`config.mk`:
```
export PLATFORM = sky130hd
export DESIGN_NAME = tangram_param_unit_flat
export DESIGN_NICKNAME = d
export VERILOG_FILES = /design/src/rtl/tangram_param_unit_if.sv /design/src/rtl/tangram_param_unit.sv /design/src/flat_wrapper.sv
export SDC_FILE = /design/constraint.sdc
export NUM_CORES = 1
export LEC_CHECK = 0
export CORE_MARGIN = 2
export CORE_UTILIZATION = 45
export CTS_BUF_LIST = sky130_fd_sc_hd__clkbuf_2 sky130_fd_sc_hd__clkbuf_4 sky130_fd_sc_hd__clkbuf_8
export DETAILED_ROUTE_END_ITERATION = 8
export GPL_TIMING_DRIVEN = 0
export PLACE_DENSITY = 0.66
export SETUP_SLACK_MARGIN = 0.02
export SLEW_MARGIN = 25
export SYNTH_ARGS = -nofsm -noshare
export SYNTH_HDL_FRONTEND = slang
export SYNTH_SLANG_ARGS = --single-unit
```
`constraint.sdc`:
```
create_clock -name clk -period 60.1 [get_ports clk]
set_input_delay 6.01 -clock clk [delete_from_list [all_inputs] [get_ports clk]]
set_output_delay 6.01 -clock clk [all_outputs]
set_load 0.1 [all_outputs]
```
`src/rtl/tangram_param_unit_if.sv`:
```
`default_nettype none
// +----------------------------------------------------------------------+
// | tangram_param_unit_if : input/result bundle of tangram_param_unit     |
// | Rev 1.0                                                              |
// +----------------------------------------------------------------------+
interface tangram_param_unit_if #(
  parameter int DATAW = 16,
  parameter int PIXLW = 12
);
  logic signed [DATAW-1:0] angle_in;
  logic signed [DATAW-1:0] angle_prev;
  logic signed [DATAW-1:0] angle_next;
  logic        [DATAW-1:0] cur_x;
  logic        [DATAW-1:0] cur_y;
  logic        [DATAW-1:0] scan_x;
  logic        [DATAW-1:0] scan_y;
  logic        [PIXLW-1:0] pick_color;
  logic        [PIXLW-1:0] render_color;
  logic                    in_picker;
  logic        [DATAW-1:0] dec_in;
  logic        [DATAW-1:0] dec_quot;
  logic              [3:0] dec_rem;
  logic              [3:0] dig0;
  logic              [3:0] dig1;
  logic              [3:0] dig2;

  modport master (
    output angle_in, cur_x, cur_y, scan_x, scan_y, dec_in,
    input  angle_prev, angle_next, pick_color, render_color, in_picker,
           dec_quot, dec_rem, dig0, dig1, dig2
  );

  modport slave (
    input  angle_in, cur_x, cur_y, scan_x, scan_y, dec_in,
    output angle_prev, angle_next, pick_color, render_color, in_picker,
           dec_quot, dec_rem, dig0, dig1, dig2
  );
endinterface
`default_nettype wire

```
`src/rtl/tangram_param_unit.sv`:
```
`default_nettype none
// +----------------------------------------------------------------------+
// | tangram_param_unit : registered angle stepper, palette and /10 unit  |
// | Rev 1.0                                                              |
// +----------------------------------------------------------------------+
module tangram_param_unit #(
  parameter int DATAW      = 16,
  parameter int PIXLW      = 12,
  parameter int COLRW      = 4,
  parameter int DW_BOUND   = -180,
  parameter int UP_BOUND   = 179,
  parameter int COLOR_SIZE = 128
) (
  input  logic                 clk,
  input  logic                 rst,
  tangram_param_unit_if.slave  bus
);

  localparam int K         = $clog2(COLOR_SIZE);
  localparam int DIV_SHIFT = DATAW + 3;
  localparam int PW        = 2 * DATAW + 4;

  localparam logic signed [DATAW-1:0] C_DW_BOUND = DATAW'(DW_BOUND);
  localparam logic signed [DATAW-1:0] C_UP_BOUND = DATAW'(UP_BOUND);
  localparam logic signed [DATAW-1:0] C_ONE_S    = DATAW'(1);
  localparam logic        [DATAW-1:0] C_ONE_U    = DATAW'(1);
  localparam logic        [DATAW-1:0] C_TEN      = DATAW'(10);
  localparam logic        [DATAW-1:0] C_SIZE     = DATAW'(COLOR_SIZE);
  localparam logic signed   [DATAW:0] C_NEG3     = -(DATAW+1)'(3);
  localparam logic signed   [DATAW:0] C_POS3     = (DATAW+1)'(3);
  localparam logic signed   [DATAW:0] C_ZERO     = '0;
  // floor(2^S/10): the estimate is at most one below the true quotient
  localparam logic          [DATAW:0] C_RECIP    = (DATAW+1)'((64'd1 << DIV_SHIFT) / 64'd10);

  function automatic logic [PIXLW-1:0] pal(input logic [COLRW-1:0] r,
                                           input logic [COLRW-1:0] g);
    logic [COLRW:0]   s;
    logic [COLRW-1:0] b;
    s = {1'b0, r} + {1'b0, g};
    b = {COLRW{1'b1}} - s[COLRW:1];
    return {r, g, b};
  endfunction

  function automatic logic [DATAW-1:0] div10(input logic [DATAW-1:0] v);
    logic [DATAW-1:0] q;
    logic       [4:0] r;
    q = DATAW'((PW'(v) * PW'(C_RECIP)) >> DIV_SHIFT);
    r = 5'(v - q * C_TEN);
    if (r >= 5'd10) q = q + C_ONE_U;
    return q;
  endfunction

  logic signed [DATAW-1:0] angle_prev_d, angle_prev_q;
  logic signed [DATAW-1:0] angle_next_d, angle_next_q;
  logic        [PIXLW-1:0] pick_color_d, pick_color_q;
  logic        [PIXLW-1:0] render_color_d, render_color_q;
  logic                    in_picker_d, in_picker_q;
  logic        [DATAW-1:0] dec_quot_d, dec_quot_q;
  logic              [3:0] dec_rem_d, dec_rem_q;
  logic              [3:0] dig1_d, dig1_q;
  logic              [3:0] dig2_d, dig2_q;

  logic        [PIXLW-1:0] scan_pal;
  logic signed   [DATAW:0] dx;
  logic signed   [DATAW:0] dy;
  logic                    marker;
  logic        [DATAW-1:0] q_tens;
  logic        [DATAW-1:0] q_hund;

  always_comb begin
    angle_prev_d = bus.angle_in - C_ONE_S;
    angle_next_d = bus.angle_in + C_ONE_S;
    if (bus.angle_in < C_DW_BOUND || bus.angle_in > C_UP_BOUND) begin
      angle_prev_d = C_DW_BOUND;
      angle_next_d = C_DW_BOUND;
    end else begin
      if (bus.angle_in == C_DW_BOUND) angle_prev_d = C_UP_BOUND;
      if (bus.angle_in == C_UP_BOUND) angle_next_d = C_DW_BOUND;
    end
  end

  always_comb begin
    pick_color_d = pal(bus.cur_x[K-1 -: COLRW], bus.cur_y[K-1 -: COLRW]);
    scan_pal     = pal(bus.scan_x[K-1 -: COLRW], bus.scan_y[K-1 -: COLRW]);
    in_picker_d  = (bus.scan_x < C_SIZE) && (bus.scan_y < C_SIZE);
    // Differences carry one extra bit so the full unsigned range stays exact
    dx = $signed({1'b0, bus.scan_x}) - $signed({1'b0, bus.cur_x});
    dy = $signed({1'b0, bus.scan_y}) - $signed({1'b0, bus.cur_y});
    marker = ((dx == C_ZERO) && (dy >= C_NEG3) && (dy <= C_POS3)) ||
             ((dy == C_ZERO) && (dx >= C_NEG3) && (dx <= C_POS3));
    render_color_d = '0;
    if (in_picker_d) render_color_d = marker ? ~scan_pal : scan_pal;
  end

  always_comb begin
    dec_quot_d = div10(bus.dec_in);
    q_tens     = div10(dec_quot_d);
    q_hund     = div10(q_tens);
    dec_rem_d  = 4'(bus.dec_in - dec_quot_d * C_TEN);
    dig1_d     = 4'(dec_quot_d - q_tens * C_TEN);
    dig2_d     = 4'(q_tens - q_hund * C_TEN);
  end

  always_ff @(posedge clk) begin
    if (rst) begin
      angle_prev_q   <= '0;
      angle_next_q   <= '0;
      pick_color_q   <= '0;
      render_color_q <= '0;
      in_picker_q    <= 1'b0;
      dec_quot_q     <= '0;
      dec_rem_q      <= '0;
      dig1_q         <= '0;
      dig2_q         <= '0;
    end else begin
      angle_prev_q   <= angle_prev_d;
      angle_next_q   <= angle_next_d;
      pick_color_q   <= pick_color_d;
      render_color_q <= render_color_d;
      in_picker_q    <= in_picker_d;
      dec_quot_q     <= dec_quot_d;
      dec_rem_q      <= dec_rem_d;
      dig1_q         <= dig1_d;
      dig2_q         <= dig2_d;
    end
  end

  assign bus.angle_prev   = angle_prev_q;
  assign bus.angle_next   = angle_next_q;
  assign bus.pick_color   = pick_color_q;
  assign bus.render_color = render_color_q;
  assign bus.in_picker    = in_picker_q;
  assign bus.dec_quot     = dec_quot_q;
  assign bus.dec_rem      = dec_rem_q;
  assign bus.dig0         = dec_rem_q;
  assign bus.dig1         = dig1_q;
  assign bus.dig2         = dig2_q;

endmodule
`default_nettype wire

```
`src/flat_wrapper.sv`:
```
// flat-port wrapper written by rule: the top's interface ports become plain ports
module tangram_param_unit_flat 
#(
  parameter int DATAW      = 16,
  parameter int PIXLW      = 12,
  parameter int COLRW      = 4,
  parameter int DW_BOUND   = -180,
  parameter int UP_BOUND   = 179,
  parameter int COLOR_SIZE = 128
)
  (clk, rst, bus_angle_in, bus_cur_x, bus_cur_y, bus_scan_x, bus_scan_y, bus_dec_in, bus_angle_prev, bus_angle_next, bus_pick_color, bus_render_color, bus_in_picker, bus_dec_quot, bus_dec_rem, bus_dig0, bus_dig1, bus_dig2);
  tangram_param_unit_if #(.DATAW(DATAW), .PIXLW(PIXLW)) bus_i ();
  input  logic clk;
  input  logic rst;
  input wire logic [$bits(bus_i.angle_in)-1:0] bus_angle_in;
  input wire logic [$bits(bus_i.cur_x)-1:0] bus_cur_x;
  input wire logic [$bits(bus_i.cur_y)-1:0] bus_cur_y;
  input wire logic [$bits(bus_i.scan_x)-1:0] bus_scan_x;
  input wire logic [$bits(bus_i.scan_y)-1:0] bus_scan_y;
  input wire logic [$bits(bus_i.dec_in)-1:0] bus_dec_in;
  output wire logic [$bits(bus_i.angle_prev)-1:0] bus_angle_prev;
  output wire logic [$bits(bus_i.angle_next)-1:0] bus_angle_next;
  output wire logic [$bits(bus_i.pick_color)-1:0] bus_pick_color;
  output wire logic [$bits(bus_i.render_color)-1:0] bus_render_color;
  output wire logic [$bits(bus_i.in_picker)-1:0] bus_in_picker;
  output wire logic [$bits(bus_i.dec_quot)-1:0] bus_dec_quot;
  output wire logic [$bits(bus_i.dec_rem)-1:0] bus_dec_rem;
  output wire logic [$bits(bus_i.dig0)-1:0] bus_dig0;
  output wire logic [$bits(bus_i.dig1)-1:0] bus_dig1;
  output wire logic [$bits(bus_i.dig2)-1:0] bus_dig2;
  assign bus_i.angle_in = bus_angle_in;
  assign bus_i.cur_x = bus_cur_x;
  assign bus_i.cur_y = bus_cur_y;
  assign bus_i.scan_x = bus_scan_x;
  assign bus_i.scan_y = bus_scan_y;
  assign bus_i.dec_in = bus_dec_in;
  assign bus_angle_prev = bus_i.angle_prev;
  assign bus_angle_next = bus_i.angle_next;
  assign bus_pick_color = bus_i.pick_color;
  assign bus_render_color = bus_i.render_color;
  assign bus_in_picker = bus_i.in_picker;
  assign bus_dec_quot = bus_i.dec_quot;
  assign bus_dec_rem = bus_i.dec_rem;
  assign bus_dig0 = bus_i.dig0;
  assign bus_dig1 = bus_i.dig1;
  assign bus_dig2 = bus_i.dig2;
  tangram_param_unit #(.DATAW(DATAW), .PIXLW(PIXLW), .COLRW(COLRW), .DW_BOUND(DW_BOUND), .UP_BOUND(UP_BOUND), .COLOR_SIZE(COLOR_SIZE)) u_core (.clk(clk), .rst(rst), .bus(bus_i));
endmodule
```
* Yosys cells after proc, flatten, opt, wreduce, memory -nomap -nowiden
Index checks and enable logic that the tools add are counted.
** Storage, ports and cells
- Output and inout port bits :: 89
- Bits in registers :: 85
- Input port bits :: 98
- Word-level logic and storage cells :: 72
** Cells by class
- Order comparisons :: 11
- Multiply operators :: 9
- Bitwise logic cells :: 2
- Equal/unequal tests :: 2
- Muxes and demuxes :: 8
- $add $sub $neg :: 17
- Reductions and logical operators :: 12
** Operator list (number)
- 2-to-1 mux 16 bit :: 5
- multiplier 14 x 14 -> 28 bit (second input constant) :: 2
- adder 13 x 1 -> 14 bit (second input constant) :: 3
- multiplier 13 x 3 -> 4 bit (second input constant) :: 3
- >= comparator 17 x 3 -> 1 bit (second input constant) :: 2
- <= comparator 17 x 3 -> 1 bit (second input constant) :: 2
- zero test 17 bit :: 2
- subtractor 16 x 16 -> 17 bit :: 2
- equality test 16 x 9 -> 1 bit (second input constant) :: 2
- less-than comparator 16 x 8 -> 1 bit (second input constant) :: 2
- multiplier 16 x 14 -> 30 bit (second input constant) :: 1
- multiplier 14 x 3 -> 3 bit (second input constant) :: 2
- 2-to-1 mux 14 bit :: 2
- adder 16 x 2 -> 16 bit (second input constant) :: 1
- greater-than comparator 16 x 9 -> 1 bit (second input constant) :: 1
- less-than comparator 16 x 9 -> 1 bit (second input constant) :: 1
- multiplier 16 x 3 -> 3 bit (second input constant) :: 1
- subtractor 16 x 2 -> 16 bit (second input constant) :: 1
- >= comparator 5 x 4 -> 1 bit (second input constant) :: 3
- subtractor 5 bit :: 3
- 2-to-1 mux 12 bit :: 1
- NOT 12 bit :: 1
- subtractor 4 bit :: 3
- adder 4 x 4 -> 5 bit :: 2
- other kinds (6) :: 13

* Longest topological paths before layout
- Depth after elaboration :: 17
- Gate-level depth with buffers :: 104
- Depth with buffers taken out :: 102

* Worst setup path after synthesis
No wires, ideal clock.
- Kind :: input to register
- Start point :: input port bus_dec_in[1]
- End point :: register u_core.dig2_q[3], in the netlist u_core.bus.dig2[3]
- Stages :: 101
- Setup time :: 72 ps
- Required time :: 60028 ps
- Path slack :: 32037 ps
- Arrival time :: 27991 ps
- Path through :: ha_1 -> xor2_1 -> ha_1 -> a21o_1 -> fa_1 -> fa_1 -> fa_1 -> inv_1 -> fa_1 -> inv_1 -> ha_1 -> a2111oi_2 -> o21ai_1 -> a21o_1 -> a211o_4 -> a21oi_1 -> xnor2_1 -> ha_1 -> [65 not listed] -> a31oi_1 -> xnor2_2 -> ha_1 -> inv_1 -> ha_1 -> o311ai_0 -> a211oi_1 -> nor3_2 -> xnor3_1 -> xnor2_1 -> nand2_1 -> xor2_1 -> ha_1 -> inv_1 -> ha_1 -> a21oi_1 -> a31o_2 -> mux2i_1
** On the way
- Longest elaborated chain between the ends :: 17
- Elaborated cells between the ends (all ways) :: 20
- Classes of those cells :: add/sub: 7; mul: 7; order compare: 3; mux: 3
** Ends and longest elaborated chain
- start: declaration :: line flat_wrapper.sv:20 : input wire logic [$bits(bus_i.dec_in)-1:0] bus_dec_in;
- multiplier 16 x 14 -> 30 bit :: line tangram_param_unit.sv:47 : q = DATAW'((PW'(v) * PW'(C_RECIP)) >> DIV_SHIFT);
- multiplier 13 x 3 -> 4 bit :: line tangram_param_unit.sv:48 : r = 5'(v - q * C_TEN);
- subtractor 5 bit :: line tangram_param_unit.sv:48
- >= comparator 5 x 4 -> 1 bit :: line tangram_param_unit.sv:49 : if (r >= 5'd10) q = q + C_ONE_U;
- 2-to-1 mux 14 bit * :: line tangram_param_unit.sv:49
- named net u_core.dec_quot_d[12] :: line tangram_param_unit.sv:58 : logic [DATAW-1:0] dec_quot_d, dec_quot_q;
- multiplier 14 x 14 -> 28 bit * :: line tangram_param_unit.sv:47
- multiplier 13 x 3 -> 4 bit :: line tangram_param_unit.sv:48
- [2 not listed]
- 2-to-1 mux 14 bit * :: line tangram_param_unit.sv:49
- multiplier 14 x 14 -> 28 bit :: line tangram_param_unit.sv:47
- multiplier 13 x 3 -> 4 bit :: line tangram_param_unit.sv:48
- subtractor 5 bit :: line tangram_param_unit.sv:48
- >= comparator 5 x 4 -> 1 bit :: line tangram_param_unit.sv:49
- 2-to-1 mux 16 bit :: line tangram_param_unit.sv:49
- multiplier 16 x 3 -> 3 bit :: line tangram_param_unit.sv:101 : dig2_d = 4'(q_tens - q_hund * C_TEN);
- subtractor 4 bit * :: line tangram_param_unit.sv:101
- end signal: assignment :: line tangram_param_unit.sv:124 : dig2_q <= dig2_d;
- end: declaration :: line tangram_param_unit.sv:61 : logic [3:0] dig2_d, dig2_q;
Mark *: on every way through the listed nets, which the timed path passes. The rest lies on a longest branch.
A chain may end at the register's enable or synchronous reset.

* Worst setup path after layout
- Start point :: input port bus_dec_in[2]
- End point :: register u_core.dig2_q[3], in the netlist u_core.bus.dig2[3]
The elaborated chain is that of the path after synthesis.

==> results_dict.tcl <==
set metrics [dict create \
    cpMostUsedCell "ha_1" \
    synth_edf_count 0 \
    hp-class "primary input to flip-flop" \
    htree_levels 3 \
    max_cap_viol_count 0 \
    slowest_delay_ns 0.80 \
    finalMaxSlewViolations 0 \
    antenna_found_initial 0 \
    nNetsFinal 2632 \
    status "complete, no violations" \
    tightestPinTransition_ns 1.06 \
    avgSynthCellArea_um2 8.99 \
    cp.arrival_ns 32.12 \
    slew-limit-headroom_pct 28.9 \
    min_period_over_period_pct 52.9 \
    start_util_pct 45.6 \
    wl_per_cell_um 15.8 \
    async_reset_ff_share_pct 0 \
    drt-total-wl_mm 38.8 \
    yosys_register_bits 82 \
    fp.dieW_um 194 \
    syn_inst 1806 \
    period_needed_ns 31.80 \
    grt_use_total_pct 21.1 \
    slowest_stage "clkdlybuf4s50_1" \
    root_buffer "clkbuf_8" \
    cts_resized 0 \
    fin_setup_tns_ns 0 \
    critPathKind "primary input to flip-flop" \
    synth-main-ff-cell "dfxtp_1" \
    clockBufferDepth 2 \
    synthDistinctLibCells 84 \
    setup_violations 0 \
    routabilityCongestion 0.881 \
    max_freq_ghz 0.0314 \
    dieArea_mm2 0.0376 \
    hpwl_mm 33.8 \
    syn_area_mm2 0.0162 \
    cts_hold_buf 0 \
    grt_max_degree 17 \
    startpoint_type "primary input" \
    path_max_fanout 10 \
    coreArea_mm2 0.0356 \
    numCtsBuffers 9 \
    clock_sinks 82 \
    rsz0062_at_grt "no" \
    dr.pass1.iters 5 \
    viasPerCell 5.12 \
    rows 69 \
    die_h_um 194 \
    top_level_ports 187 \
    antenna_cells 0 \
    yosys_warnings 0 \
    drive_above_1_share_pct 2.95 \
    drt_iter0_markers 496 \
    cpLargestDelayFamily "adder cells" \
    hold_viol_final 0 \
    critPathCaptureType "flip-flop" \
    synth-seq-area-share_pct 10.1 \
    postCtsSetupBuffers 0 \
    clk_pin_slew_worst_paths_ns 0.09 \
    grt_pass1_vias 13100 \
    drtAntennaViolNets 0 \
    drc 0 \
    cts_tree "done" \
    port_buffers 177 \
    required_ns 60.42 \
    grt_pass1_wl_mm 64.6 \
    gr-total-overflow 0 \
    vias 12600 \
    area_delta_synth_final_pct 15.8 \
    crit_buf_inv 16 \
]
[worst min-delay path, cell delays in order]
cell      delay (ns)
clkbuf_1        0.19
xnor2_1         0.21
nor2_1          0.04
[registers in the layout, summed over array words and instances (netlist names)]
| signal | cells |
|---|---|
| u_core.bus.dig2 | 4 |
| u_core.bus.dec_quot | 13 |
| u_core.bus.in_picker | 1 |
| u_core.bus.dec_rem | 4 |
| u_core.bus.angle_next | 16 |
| u_core.bus.render_color | 12 |
| u_core.bus.pick_color | 12 |
| u_core.bus.angle_prev | 16 |
| u_core.bus.dig1 | 4 |
[cell usage after synthesis (23+ instances only)]
cell / n / area (um^2)
fa_1: 164 / 3280
xnor2_1: 96 / 841
nor2_1: 112 / 420
ha_1: 375 / 4690
dfxtp_1: 82 / 1640
inv_1: 412 / 1550
nand2_1: 47 / 176
nand3_1: 35 / 175
a21oi_1: 91 / 455
a21o_1: 23 / 173
xor2_1: 46 / 403
o21ai_0: 49 / 245
[layout by cell type (no fill, tap or decap), types with 17 or more instances in the layout]
cell               n
clkbuf_1          17
nor2_1           112
ha_1             375
clkdlybuf4s50_1  177
o21ai_0           49
inv_1            412
a21o_1            23
a21oi_1           91
dfxtp_1           82
xnor2_1           95
nand3_1           35
fa_1             164
nor2b_1           20
xor2_1            46
nand2_1           47
[per-layer routing]
metal / up-vias / track usage (%) / share of wire, %
li1: 6282 / - / -
met1: 6017 / 26.7 / 45
met2: 259 / 38.3 / 50
met3: 40 / 2.64 / 3.7
met4: 0 / 4.41 / 1.8
met5: - / 0 / 0
[cell type report]
type	count	area, um^2
plain buffers	28	143
well taps	461	577
flip-flops and latches	82	1640
clock inverters	7	83.8
clock buffers	9	124
fillers	3272	16800
inverters	413	1550
repair buffers	177	1770
multi-input cells	1284	12900
[worst paths after layout]
path,to,start,depth (start not counted)
worst max-delay path,u_core.bus.dig2[3]$_SDFF_PP0_,bus_dec_in[2],103
worst min-delay path,u_core.bus.angle_next[5]$_SDFF_PP0_,bus_angle_in[5],3
[through the flow]
step	cell area (um^2)	instances	hold WS [ns]	setup WS, ns	util, %
3_3_place_gp	18600	2445	6.47	28.34	52.2
4_1_cts	18800	2461	6.08	28.26	52.8
5_1_grt	18800	2461	6.11	26.70	52.8
2_1_floorplan	16200	1807	6.08	32.04	-
3_5_place_dp	18600	2445	6.50	27.88	52.2
6_report	18800	2461	6.10	28.30	52.8
[cells by family after synthesis]
family | Yosys count | share of synthesized area (%)
buffers and inverters | 441 | 10.4
DFF | 82 | 10.1
muxes | 10 | 0.856
AOI/OAI and AO/OA | 244 | 9.81
and+or+nand+nor | 335 | 10.6
xor gates and xnor gates | 152 | 8.93
adders and majority gates | 541 | 49.3
other | 1 | 0.0231
Power is left out: the tool's default activity adds up to more than one toggle a clock period on the data nets, which glitch-free logic cannot reach.
